## src/rtl/i2c_tgt_pkg.sv

```systemverilog
// Shared types and widths for the I2C register-bank target.
// No logic of its own; imported by the filter and the target.
package i2c_tgt_pkg;
   localparam int DEV_ADDR_W = 7;
   localparam int BYTE_W     = 8;

   typedef enum logic [3:0] {
      ST_IDLE,
      ST_ADDR,
      ST_ACK_A,
      ST_PTR,
      ST_ACK_P,
      ST_WR,
      ST_ACK_W,
      ST_RD,
      ST_MACK
   } state_t;
endpackage

```

## src/rtl/i2c_in_filter.sv

```systemverilog
// Two-flop synchroniser plus run-length glitch filter for one I2C line; edges are 1-clk pulses.
// Latency: 2 + FILTER_LEN clk from pin to level/edge; no backpressure (free-running).
module i2c_in_filter
   import i2c_tgt_pkg::*;
#(
   parameter int FILTER_LEN = 3
) (
   input  logic clk,
   input  logic rst,
   input  logic pin_i,
   output logic lvl_o,
   output logic rise_o,
   output logic fall_o
);
   localparam int CW = (FILTER_LEN < 2) ? 1 : $clog2(FILTER_LEN);

   logic          s1_q, s2_q, lvl_q, rise_q, fall_q;
   logic [CW-1:0] cnt_q;

   // A new level is accepted only after FILTER_LEN consecutive differing samples.
   always_ff @(posedge clk) begin
      if (rst) begin
         s1_q   <= 1'b1;
         s2_q   <= 1'b1;
         lvl_q  <= 1'b1;
         rise_q <= 1'b0;
         fall_q <= 1'b0;
         cnt_q  <= '0;
      end else begin
         s1_q   <= pin_i;
         s2_q   <= s1_q;
         rise_q <= 1'b0;
         fall_q <= 1'b0;
         if (s2_q == lvl_q) begin
            cnt_q <= '0;
         end else if (cnt_q == CW'(FILTER_LEN - 1)) begin
            lvl_q  <= s2_q;
            rise_q <= s2_q;
            fall_q <= ~s2_q;
            cnt_q  <= '0;
         end else begin
            cnt_q <= cnt_q + 1'b1;
         end
      end
   end

   assign lvl_o  = lvl_q;
   assign rise_o = rise_q;
   assign fall_o = fall_q;
endmodule

```

## src/rtl/i2c_target_regs.sv

```systemverilog
// I2C target exposing a byte register bank with shared auto-increment pointer and write strobe.
// Latency: SCL fall to SDA change FILTER_LEN+3 clk; no clock stretching, so clk must fit this in tLOW.
module i2c_target_regs
   import i2c_tgt_pkg::*;
#(
   parameter logic [DEV_ADDR_W-1:0] DEV_ADDR   = 7'h50,
   parameter int                    NUM_REGS   = 16,
   parameter int                    FILTER_LEN = 3,
   localparam int                   AW = ($clog2(NUM_REGS) < 2) ? 2 : $clog2(NUM_REGS)
) (
   input  logic                       clk,
   input  logic                       rst,
   input  logic                       i2c_scl_i,
   output logic                       i2c_scl_o,
   output logic                       i2c_scl_t,
   input  logic                       i2c_sda_i,
   output logic                       i2c_sda_o,
   output logic                       i2c_sda_t,
   output logic [NUM_REGS*BYTE_W-1:0] regs_q,
   output logic                       wr_stb,
   output logic [AW-1:0]              wr_addr,
   output logic                       busy
);
   logic scl_lvl, scl_rise, scl_fall;
   logic sda_lvl, sda_rise, sda_fall;

   i2c_in_filter #(.FILTER_LEN(FILTER_LEN)) u_scl_filt (
      .clk    (clk),
      .rst    (rst),
      .pin_i  (i2c_scl_i),
      .lvl_o  (scl_lvl),
      .rise_o (scl_rise),
      .fall_o (scl_fall)
   );

   i2c_in_filter #(.FILTER_LEN(FILTER_LEN)) u_sda_filt (
      .clk    (clk),
      .rst    (rst),
      .pin_i  (i2c_sda_i),
      .lvl_o  (sda_lvl),
      .rise_o (sda_rise),
      .fall_o (sda_fall)
   );

   state_t              state_q;
   logic [BYTE_W-1:0]   sr_q;
   logic [2:0]          cnt_q;
   logic [AW-1:0]       ptr_q;
   logic                sda_t_q, wr_stb_q, busy_q;
   logic [AW-1:0]       wr_addr_q;

   logic                start_det, stop_det, ptr_ok;
   logic [AW-1:0]       ptr_inc_d;
   logic [BYTE_W-1:0]   byte_in_d;

   assign start_det = sda_fall & scl_lvl;
   assign stop_det  = sda_rise & scl_lvl;
   assign byte_in_d = {sr_q[BYTE_W-2:0], sda_lvl};
   assign ptr_inc_d = (ptr_q == AW'(NUM_REGS - 1)) ? '0 : ptr_q + 1'b1;
   assign ptr_ok    = ({1'b0, ptr_q} < (AW + 1)'(NUM_REGS));

   always_ff @(posedge clk) begin
      if (rst) begin
         state_q   <= ST_IDLE;
         sr_q      <= '0;
         cnt_q     <= '0;
         ptr_q     <= '0;
         sda_t_q   <= 1'b1;
         wr_stb_q  <= 1'b0;
         wr_addr_q <= '0;
         busy_q    <= 1'b0;
         regs_q    <= '0;
      end else begin
         wr_stb_q <= 1'b0;
         if (start_det) begin
            state_q <= ST_ADDR;
            cnt_q   <= '0;
            sda_t_q <= 1'b1;
            busy_q  <= 1'b1;
         end else if (stop_det) begin
            state_q <= ST_IDLE;
            sda_t_q <= 1'b1;
            busy_q  <= 1'b0;
         end else if (scl_fall) begin
            // SDA only ever changes while SCL is low.
            case (state_q)
               ST_ACK_A, ST_ACK_P, ST_ACK_W: sda_t_q <= 1'b0;
               ST_RD: begin
                  sda_t_q <= sr_q[BYTE_W-1];
                  sr_q    <= {sr_q[BYTE_W-2:0], 1'b0};
               end
               default: sda_t_q <= 1'b1;
            endcase
         end else if (scl_rise) begin
            case (state_q)
               ST_ADDR, ST_PTR, ST_WR: begin
                  sr_q  <= byte_in_d;
                  cnt_q <= cnt_q + 1'b1;
                  if (cnt_q == 3'd7) begin
                     case (state_q)
                        ST_ADDR: state_q <= (byte_in_d[BYTE_W-1:1] == DEV_ADDR) ? ST_ACK_A : ST_IDLE;
                        ST_PTR: begin
                           ptr_q   <= byte_in_d[AW-1:0];
                           state_q <= ST_ACK_P;
                        end
                        default: state_q <= ST_ACK_W;
                     endcase
                  end
               end
               ST_ACK_A: begin
                  cnt_q <= '0;
                  if (sr_q[0]) begin
                     sr_q    <= regs_q[int'(ptr_q)*BYTE_W +: BYTE_W];
                     state_q <= ST_RD;
                  end else begin
                     state_q <= ST_PTR;
                  end
               end
               ST_ACK_P: begin
                  cnt_q   <= '0;
                  state_q <= ST_WR;
               end
               ST_ACK_W: begin
                  cnt_q   <= '0;
                  state_q <= ST_WR;
                  ptr_q   <= ptr_inc_d;
                  if (ptr_ok) begin
                     regs_q[int'(ptr_q)*BYTE_W +: BYTE_W] <= sr_q;
                     wr_stb_q  <= 1'b1;
                     wr_addr_q <= ptr_q;
                  end
               end
               ST_RD: begin
                  cnt_q <= cnt_q + 1'b1;
                  if (cnt_q == 3'd7) state_q <= ST_MACK;
               end
               ST_MACK: begin
                  if (!sda_lvl) begin
                     ptr_q   <= ptr_inc_d;
                     sr_q    <= regs_q[int'(ptr_inc_d)*BYTE_W +: BYTE_W];
                     cnt_q   <= '0;
                     state_q <= ST_RD;
                  end else begin
                     state_q <= ST_IDLE;
                  end
               end
               default: ;
            endcase
         end
      end
   end

   // Reset must let go of SDA immediately, not one edge later.
   assign i2c_sda_t = sda_t_q | rst;
   assign i2c_sda_o = 1'b0;
   assign i2c_scl_o = 1'b0;
   assign i2c_scl_t = 1'b1;
   assign wr_stb    = wr_stb_q;
   assign wr_addr   = wr_addr_q;
   assign busy      = busy_q;
endmodule
```

## config.mk

```make
export PLATFORM = sky130hd
export DESIGN_NAME = i2c_target_regs
export DESIGN_NICKNAME = d
export VERILOG_FILES = /design/src/rtl/i2c_tgt_pkg.sv /design/src/rtl/i2c_in_filter.sv /design/src/rtl/i2c_target_regs.sv
export SDC_FILE = /design/constraint.sdc
export NUM_CORES = 1
export LEC_CHECK = 0
export CORE_MARGIN = 4
export CORE_UTILIZATION = 40
export CTS_BUF_LIST = sky130_fd_sc_hd__clkbuf_4 sky130_fd_sc_hd__clkbuf_8
export CTS_CLUSTER_SIZE = 16
export DETAILED_ROUTE_END_ITERATION = 16
export GPL_TIMING_DRIVEN = 0
export PLACE_DENSITY_LB_ADDON = 0.12
export SLEW_MARGIN = 20
export SYNTH_ARGS = -nofsm -noshare
export SYNTH_HDL_FRONTEND = slang
export SYNTH_SLANG_ARGS = --single-unit
```

## constraint.sdc

```tcl
create_clock -name clk -period 10.5 [get_ports clk]
set_input_delay 2.625 -clock clk [delete_from_list [all_inputs] [get_ports clk]]
set_output_delay 2.625 -clock clk [all_outputs]
set_load 0.01 [all_outputs]
```

==> run metrics, run 1 <==
status=completed; setup TNS=0 ps; latest clock arrival within the worst-skew pair=490 ps; Nets=1282; GR Overflow Total=0; fill count=2338; Via density=6.15; wire length per cell=28.2 um; Initial Utilization=0.406; Overall Power=1.14 mW; Post-CTS Setup Inserts=0; share of cells above drive strength 1=0.0903; Finished Core Util=0.500; Final Skew=26.4 ps; post-cts resize count=0; commonest non-fill, non-tap cell in the layout=dfxtp_1; complex-gate fraction of the synthesized area=0.140; final period utilization=0.640; Ports=142; drt total wl=45100 um; FFs w/ async S/R, synth=0; Most common cell on crit path=clkbuf_1; Post-Synth XOR/XNOR Area=0.00461; global-route wire length before repair=64500 um; pin count of the biggest net entering global routing=19; multiplexer share of the synthesized area=0.212; Synth Cell Area=9500 um2; Seq cells post-synth=168; DP Area=11300 um2; startpoint types=primary input; synth warn=0; # rows=56; Synth cell types=74; port bufs=137; final setup violation count=0; crit-path cells=clkbuf_1 > clkbuf_1 > or2_2 > clkdlybuf4s50_1; static leakage=3.96 nW; Antenna diodes=0; final instance area=11700 um2; crit path DAT=4090 ps; RSZ-0062 raised after global routing=false; Hold Fails Final Rpt=0; area of the die=26300 um2; gr usage total=0.337; Min Hold Slack=418 ps; CTS H-tree lvls=4; VDD IR max=69.7 uV; EDFF count, synth=0; Synth Instances=1114; vias in the first global route=9200; Worst path top cell family by delay=buffers and inverters; Hold Buf Count CTS=0; Clock Pin Slew Worst Setup and Hold Paths=100 ps; max incr delay on CP=520 ps; ys flop type=dfxtp_1; largest family of logic cells by synthesized area=simple AND/OR/NAND/NOR gates; critical path's slowest cell=clkdlybuf4s50_1; Max Fclk=0.149 GHz; clk buf depth=2; post-synthesis simple-gate area fraction=0.231; Post-Synth Adder-Cell Area=0.00922; DRT Pass-1 Iters=5; Post-route DRC=0; RD Place Congestion=1.03; CORE AREA=23400 um2; worst path bufs/invs=3; CTS tree=yes; Die H=162 um; MaxCap Viol Count=0; HP Class=flip-flop to flip-flop; commonest non-fill, non-tap cells in the layout=168 x dfxtp_1, 139 x nor2_1, 137 x clkdlybuf4s50_1; CTS root buffer=clkbuf_8; Crit Path Max Fanout=10; crit end category=primary output; Num CTS Buffers=17; clock sink total=168; synthesized area per cell=8.53 um2; DRT antenna net count=0; Worst Path Required=7880 ps; fin crit period=6720 ps; kind of critical path=primary input to primary output; DP HPWL=34900 um; Die Wd=162 um; Least-Margin Pin Slew=1050 ps; Worst slew margin=0.301; area grow syn2layout=23.1%; initial antenna violation count=0; initial DRC count=1161; post-synthesis sequential area ratio=0.354; fin. max-slew vios=0; P per Cell Area=97.7 nW/um2; Via Count=9863
[final cells by class]
type	count	area [um2]	share of cell area
multi-input cells	835	5700	0.487
flip-flops and latches	168	3360	0.288
repair buffers	137	1370	0.117
plain buffers	97	403	0.0344
well taps	319	399	0.0341
clock buffers	18	248	0.0212
clock inverters	14	155	0.0133
inverters	15	56.3	0.00481
[synthesized netlist by cell type, types with 8 or more instances]
library cell | number | share of area
dfxtp_1 | 168 | 0.35
nor2_1 | 139 | 0.055
nand2_1 | 123 | 0.049
mux2i_1 | 107 | 0.11
a21oi_1 | 98 | 0.052
clkbuf_1 | 73 | 0.029
mux4_2 | 38 | 0.090
nand3_1 | 38 | 0.020
nor3_1 | 34 | 0.018
o21ai_0 | 30 | 0.016
and2_1 | 23 | 0.015
nand4_1 | 16 | 0.011
a211oi_1 | 15 | 0.012
inv_1 | 14 | 0.0055
buf_2 | 12 | 0.0063
nor2b_1 | 11 | 0.0072
or3_1 | 9 | 0.0059
mux2_2 | 8 | 0.0095
nor3b_1 | 8 | 0.0063
o22ai_1 | 8 | 0.0053
[cell families after synthesis]
group                    count (synthesis)
AND/OR/NAND/NOR                        453
buffers and inverters                  112
AO/OA/AOI/OAI                          214
adder cells (fa/ha/maj)                  7
flip-flops                             168
multiplexers                           153
other                                    2
XOR/XNOR                                 5
[worst register-to-register path: cells and delay by family (launching register included)]
kind,cells,cell delay (ps)
buffers and inverters,9,4540
adders and majority gates,1,440
and+or+nand+nor,2,440
DFF,1,330
muxes,1,240
[registers in the layout, indices dropped and copies added, names as in the netlist, 2 cells and up]
register / cells
regs_q: 128
sr_q: 8
ptr_q: 4
state_q: 4
wr_addr: 4
cnt_q: 3
u_scl_filt.cnt_q: 2
u_sda_filt.cnt_q: 2
[final timing paths]
check	start	endpoint	slack [ps]	cells after the start
worst max-delay path	rst	i2c_sda_t	3780	4
worst min-delay path	u_scl_filt.s1_q$_SDFF_PP1_	u_scl_filt.s2_q$_SDFF_PP1_	420	1
worst max register to register	ptr_q[0]$_SDFFE_PP0P_	regs_q[122]$_SDFFE_PP0P_	4380	13
worst min register to register	u_scl_filt.s1_q$_SDFF_PP1_	u_scl_filt.s2_q$_SDFF_PP1_	420	1
[power by group]
| group | switching (mW) | internal, mW |
|---|---|---|
| combinational | 0.0161 | 0.00407 |
| sequential | 0.000595 | 0.638 |
| clock | 0.299 | 0.186 |
[layer usage]
| metal | wire length (um) | vias to the layer above | track usage | part of all wire |
|---|---|---|---|---|
| li1 | - | 4348 | - | - |
| met1 | 19200 | 4778 | 0.473 | 0.43 |
| met2 | 19000 | 602 | 0.491 | 0.42 |
| met3 | 4950 | 135 | 0.0959 | 0.11 |
| met4 | 1970 | 0 | 0.127 | 0.044 |
| met5 | 0 | - | 0 | 0 |
[through the flow]
| stage | instances | setup slack, ps |
|---|---|---|
| global placement | 1571 | 3770 |
| CTS | 1603 | 3770 |
| detailed placement | 1571 | 3770 |
| finish | 1603 | 3780 |
| floorplan | 1115 | 4600 |
| global route | 1603 | 3630 |
Power figures use the tool's default switching activity.
==> inputs of run 2 (changes only) <==
clock period = 5.9 ns   (was 10.5 ns; I/O delays follow)
==> run 2 against run 1 <==
  * Count of clock-buffer cells in the layout is the same
  * Sequential share of layout area is essentially flat
  * First-iteration DRC count grew 0.26%
  * Sequential power grew 79%
  * Cell area is essentially flat
  * Sequential cell count is the same
  * Clock power grew 79%
  * Power grew 78%
  * Critical path depth grew 9
  * Combinational power grew 78%
  * Routed wire length shrank 0.16%
  * Critical path type is now flip-flop to flip-flop
==> run metrics, run 2 (synthesis results as in run 1) <==
status=completed; final setup violation count=0 (unchanged); RSZ-0062 raised after global routing=false; crit-path cells=buf_2 > inv_1 > buf_2 > clkdlybuf4s15_1 > clkbuf_2 > ha_1 > clkbuf_1 > buf_2 > clkbuf_1 > clkbuf_1 > nor2_1 > mux2i_1 > nor2_1; max incr delay on CP=620 ps (+100 ps); DRT antenna net count=0 (unchanged); Via Count=9884 (+0.21%); CORE AREA=23400 um2 (unchanged); Worst Path Required=6260 ps (-1620 ps); Min Hold Slack=420 ps (+2.07 ps); Final Skew=26.3 ps (-0.0962 ps); Worst slew margin=0.296 (-0.00495); Sw Share=0.277 (+0.00108); area grow syn2layout=23.2% (about the same); Antenna diodes=0 (unchanged); Least-Margin Pin Slew=1050 ps (+7.40 ps); clk buf depth=2 (unchanged); CTS H-tree lvls=4 (unchanged); fin crit period=5840 ps; clock sink total=168 (unchanged); worst path bufs/invs=9 (+6); latest clock arrival within the worst-skew pair=500 ps (about the same); Logic pwr share=0.018 (about the same); wire length per cell=28.1 um (-0.16%); post-cts resize count=0 (unchanged); Num CTS Buffers=17 (unchanged); setup TNS=0 ps (unchanged); Hold Fails Final Rpt=0 (unchanged); Clock Pin Slew Worst Setup and Hold Paths=100 ps (about the same); area of the die=26300 um2 (unchanged); initial antenna violation count=0 (unchanged); fin. max-slew vios=0 (unchanged); Internal=1.47 mW (+78%); vias in the first global route=9200 (unchanged); Die Wd=162 um (unchanged); DP HPWL=34900 um (unchanged); Most flops, register=regs_q; crit end category=flip-flop; pin count of the biggest net entering global routing=19 (unchanged); RD Place Congestion=1.03 (unchanged); MaxCap Viol Count=0 (unchanged); Post-route DRC=0 (unchanged); commonest non-fill, non-tap cell in the layout=dfxtp_1; Via density=6.17 (+0.21%); max reg flops=128 (unchanged); Worst path top cell family by delay=buffers and inverters; Hold Buf Count CTS=0 (unchanged); CTS root buffer=clkbuf_8; Post-CTS Setup Inserts=0 (unchanged); share of cells above drive strength 1=0.0911 (+0.000779); P per Cell Area=174 nW/um2 (+78%); NetSw=0.564 mW (+79%); commonest non-fill, non-tap cells in the layout=168 x dfxtp_1, 139 x nor2_1, 137 x clkdlybuf4s50_1; startpoint types=flip-flop; critical path's slowest cell=clkdlybuf4s15_1; final period utilization=0.990; HP Class=flip-flop to flip-flop; crit path DAT=6200 ps (+2110 ps); Clock power frac=0.425 (about the same); DRT Pass-1 Iters=5 (unchanged); drt total wl=45100 um (-0.16%); gr usage total=0.337 (unchanged); Nets=1282 (unchanged); VDD IR max=124 uV (+78%); CTS tree=yes; initial DRC count=1164 (+0.26%); Reg power frac=0.558 (about the same); static leakage=3.97 nW (+0.15%); Ports=142 (unchanged); Crit Path Max Fanout=10 (unchanged); kind of critical path=flip-flop to flip-flop; Max Fclk=0.171 GHz; # rows=56 (unchanged); Initial Utilization=0.406 (unchanged); GR Overflow Total=0 (unchanged); biggest regs=regs_q x128, sr_q x8; Die H=162 um (unchanged); global-route wire length before repair=64500 um (unchanged); port bufs=137 (unchanged)
## run 2: cell types whose count changed in the layout (fill, tap and decap cells not counted), sizes merged
cell,delta
clkdlybuf4s15,+1
clkbuf,-1
## run 2: final cells by class
class / instances / area (um2)
sequential: 168 / 3360
inverter: 15 / 56.3
fill: 2338 / 11700
clock buffer: 18 / 248
clock inverter: 14 / 155
multi-input combinational: 835 / 5700
tap: 319 / 399
buffer: 97 / 410
timing repair buffer: 137 / 1370
## run 2: worst reg2reg max path: stages (launching register included)
cell and delay, ps:
dfxtp_1 360, buf_2 360, inv_1 190, buf_2 310
clkdlybuf4s15_1 640, clkbuf_2 450, ha_1 550, clkbuf_1 580
buf_2 490, clkbuf_1 510, clkbuf_1 610, nor2_1 390
mux2i_1 230, nor2_1 50
## run 2: worst paths after layout
check,start,to,slack [ps],cells after the start
worst min register to register,u_scl_filt.s1_q$_SDFF_PP1_,u_scl_filt.s2_q$_SDFF_PP1_,420,1
worst min-delay path,u_scl_filt.s1_q$_SDFF_PP1_,u_scl_filt.s2_q$_SDFF_PP1_,420,1
worst max register to register,ptr_q[0]$_SDFFE_PP0P_,regs_q[122]$_SDFFE_PP0P_,60,13
worst max-delay path,ptr_q[0]$_SDFFE_PP0P_,regs_q[122]$_SDFFE_PP0P_,60,13
## run 2: metrics by stage
stage                     std cells  power (mW)  utilization  instance area (um2)  worst slack [ps]
after global placement         1571        1.20        0.482                11300              72.4
after floorplan                1115        1.18            -                 9500              2300
after global routing           1603        2.09        0.500                11700              20.5
after CTS                      1603        2.04        0.499                11700              95.0
final                          1603        2.04        0.500                11700              56.5
after detailed placement       1571        1.20        0.482                11300               114
## run 2: power by group through the flow
stage | Sequential (mW) | Clock (mW) | Combinational, mW
after global routing | 1.14 | 0.917 | 0.0383
after CTS | 1.14 | 0.872 | 0.0353
after global placement | 1.16 | 0 | 0.0348
final | 1.14 | 0.865 | 0.0359
after detailed placement | 1.16 | 0 | 0.0354
after floorplan | 1.16 | 0 | 0.0203
## run 2: per-layer routing
layer	vias up	GRT usage	routed length, um
met4	2	0.127	1820
met5	-	0	35
li1	4343	-	-
met1	4787	0.473	19000
met3	109	0.0959	5200
met2	643	0.491	19000
==> inputs of run 3 (changes only) <==
CORE_ASPECT_RATIO = 1.2   (was default)
SLEW_MARGIN = default   (was 20)
==> run 3 against run 2 <==
  * Maximum frequency down 0.12%
  * Worst hold slack got worse by 2.8 ps
  * Combinational power is 5% higher
  * Setup slack got worse by 7.2 ps
  * Non-clock buffer count rose by 1
  * Clock skew down 5.5 ps
  * Sequential cell count stayed put
  * Cell count is 0.12% lower
  * Via count rose by 0.80%
  * First-iteration DRC count is 1.7% lower
  * Largest cell class unchanged
  * Highest routed layer unchanged
  * Sequential power hardly changed
==> run metrics, run 3 (synthesis results as in run 1) <==
status=completed; crit end category=flip-flop; DRT Pass-1 Iters=6 (+1); Sw Share=0.275 (-0.00174); static leakage=3.96 nW (-0.22%); Finished Core Util=0.501 (+0.00132); share of cells above drive strength 1=0.0903 (-0.000849); startpoint types=flip-flop; RD Place Congestion=1.06 (+2.8%); Max Used Layer=met5; NetSw=0.559 mW (-0.88%); Logic pwr share=0.019 (about the same); fin. max-slew vios=0 (unchanged); post-cts resize count=0 (unchanged); biggest regs=regs_q x128, sr_q x8; crit path DAT=6210 ps (about the same); CORE AREA=23300 um2 (-0.53%); area of the die=26300 um2 (about the same); initial DRC count=1144 (-1.7%); Worst Path Required=6260 ps (about the same); Die Wd=149 um (-8.3%); initial antenna violation count=1 (+1); latest clock arrival within the worst-skew pair=490 ps (about the same); clk buf depth=2 (unchanged); clock sink total=168 (unchanged); GR Overflow Total=0 (unchanged); commonest non-fill, non-tap cells in the layout=168 x dfxtp_1, 139 x nor2_1, 137 x clkdlybuf4s50_1; RSZ-0062 raised after global routing=false; Initial Utilization=0.408 (+0.00216); Crit Path Max Fanout=10 (unchanged); Via Count=9963 (+0.80%); final period utilization=0.992 (+0.00123); CTS root buffer=clkbuf_8; commonest non-fill, non-tap cell in the layout=dfxtp_1; DR WL met3=3980 um (-23%); crit path to=sr_q[5]$_SDFFE_PP0P_; Max Fclk=0.171 GHz (-0.12%); Via density=6.22 (+0.93%); P per Cell Area=174 nW/um2 (about the same); fin crit period=5850 ps (+7.24 ps); HP Class=flip-flop to flip-flop; kind of critical path=flip-flop to flip-flop; MaxCap Viol Count=0 (unchanged); global-route wire length before repair=65200 um (+0.98%); r2r setup slk=50 ps (about the same); Nets=1283 (+0.078%); Post-CTS Setup Inserts=0 (unchanged); drt total wl=45100 um (about the same); Reg power frac=0.559 (about the same); vias in the first global route=9520 (+3.5%); area grow syn2layout=22.9%; Final Skew=20.9 ps (-5.47 ps); Clock Pin Slew Worst Setup and Hold Paths=100 ps (about the same); CTS H-tree lvls=4 (unchanged); reg-to-reg endpoint=sr_q[5]$_SDFFE_PP0P_; gr usage total=0.340 (+0.00385); port bufs=137 (unchanged); Num CTS Buffers=17 (unchanged); Min Hold Slack=417 ps (-2.83 ps); Post-Route M1 WL=16900 um (-11%); Worst slew margin=0.189 (-0.106); Die H=177 um (+9.1%); CTS tree=yes; fill count=2328 (-0.43%); pin count of the biggest net entering global routing=18 (-1); final setup violation count=0 (unchanged); max reg flops=128 (unchanged); Least-Margin Pin Slew=1210 ps (+157 ps); Placed Cells=1568 (-0.19%); Clock power frac=0.422 (-0.003); DRT antenna net count=0 (unchanged); Most flops, register=regs_q; wire length per cell=28.2 um (+0.15%); DP HPWL=34300 um (-1.7%); reg2reg path depth=13 (unchanged); VDD IR max=140 uV (+13%); CP Launch Point=ptr_q[0]$_SDFFE_PP0P_; final cell count without fillers=1601 (-0.12%); WHS Path Cells=1 (unchanged); Hold Fails Final Rpt=0 (unchanged); met2 wire len=20200 um (+6.3%); # rows=61 (+8.9%); Internal=1.47 mW (about the same); Ports=142 (unchanged); Post-route DRC=0 (unchanged); RR Startpoint=ptr_q[0]$_SDFFE_PP0P_; setup TNS=0 ps (unchanged); Hold Buf Count CTS=0 (unchanged)
## run 3: cell types whose count changed in the layout (fill, tap and decap cells not counted)
cell,delta
inv_6,+2
clkbuf_4,+1
nor3_4,-1
clkbuf_1,+2
nor3_1,+1
clkinvlp_4,+1
clkdlybuf4s15_1,-1
buf_4,+1
clkbuf_2,-1
diode_2,+1
clkinv_4,-2
clkinv_8,-2
## run 3: area by class of cell
class / count / area, um2 / share of cell area
clock buffer: 19 / 255 / 0.0219
clock inverter: 13 / 130 / 0.0111
buffer: 97 / 403 / 0.0345
antenna: 1 / 2.50 / 0.000214
tap: 315 / 394 / 0.0338
inverter: 15 / 56.3 / 0.00482
sequential: 168 / 3360 / 0.288
multi-input combinational: 835 / 5690 / 0.487
timing repair buffer: 138 / 1380 / 0.118
## run 3: power by group through the flow
stage	combinational, mW	clock, mW	sequential, mW
2_1_floorplan	0.0203	0	1.16
3_3_place_gp	0.0369	0	1.16
3_5_place_dp	0.0369	0	1.16
4_1_cts	0.0369	0.861	1.14
5_1_grt	0.0398	0.899	1.14
6_report	0.0378	0.858	1.14
## run 3: how the worst min path moves through the flow
stage / start / endpoint / slack (ps)
finish: u_sda_filt.cnt_q[0]$_SDFF_PP0_ / u_sda_filt.cnt_q[0]$_SDFF_PP0_ / 420
global route: u_scl_filt.s1_q$_SDFF_PP1_ / u_scl_filt.s2_q$_SDFF_PP1_ / 440
CTS: u_sda_filt.cnt_q[0]$_SDFF_PP0_ / u_sda_filt.cnt_q[0]$_SDFF_PP0_ / 420
detailed placement: u_scl_filt.s1_q$_SDFF_PP1_ / u_scl_filt.s2_q$_SDFF_PP1_ / 400
global placement: u_sda_filt.s1_q$_SDFF_PP1_ / u_sda_filt.s2_q$_SDFF_PP1_ / 390
floorplan: u_scl_filt.s1_q$_SDFF_PP1_ / u_scl_filt.s2_q$_SDFF_PP1_ / 390
## run 3: metal layers
layer  track usage  vias to the layer above
met3        0.0822                      169
met1         0.412                     4834
met4         0.246                        2
met2         0.527                      631
met5             0                        -
li1              -                     4327
## run 3: through the flow
step / cell area (um2) / worst slack [ps] / power, mW
floorplan: 9500 / 2300 / 1.18
global placement: 11300 / 211 / 1.20
detailed placement: 11300 / 254 / 1.20
CTS: 11700 / 214 / 2.03
global route: 11700 / 24.3 / 2.08
finish: 11700 / 49.2 / 2.03
## run 3: critical path, stage by stage, from the launching register on
cell and delay [ps]:
dfxtp_1 330, buf_2 230, inv_1 150, buf_2 400, clkbuf_1 640, clkbuf_1 650
ha_1 440, clkbuf_1 550, buf_1 760, nand2_1 580, a211oi_1 460, o21ai_0 140
o221ai_1 250, o21ai_0 110
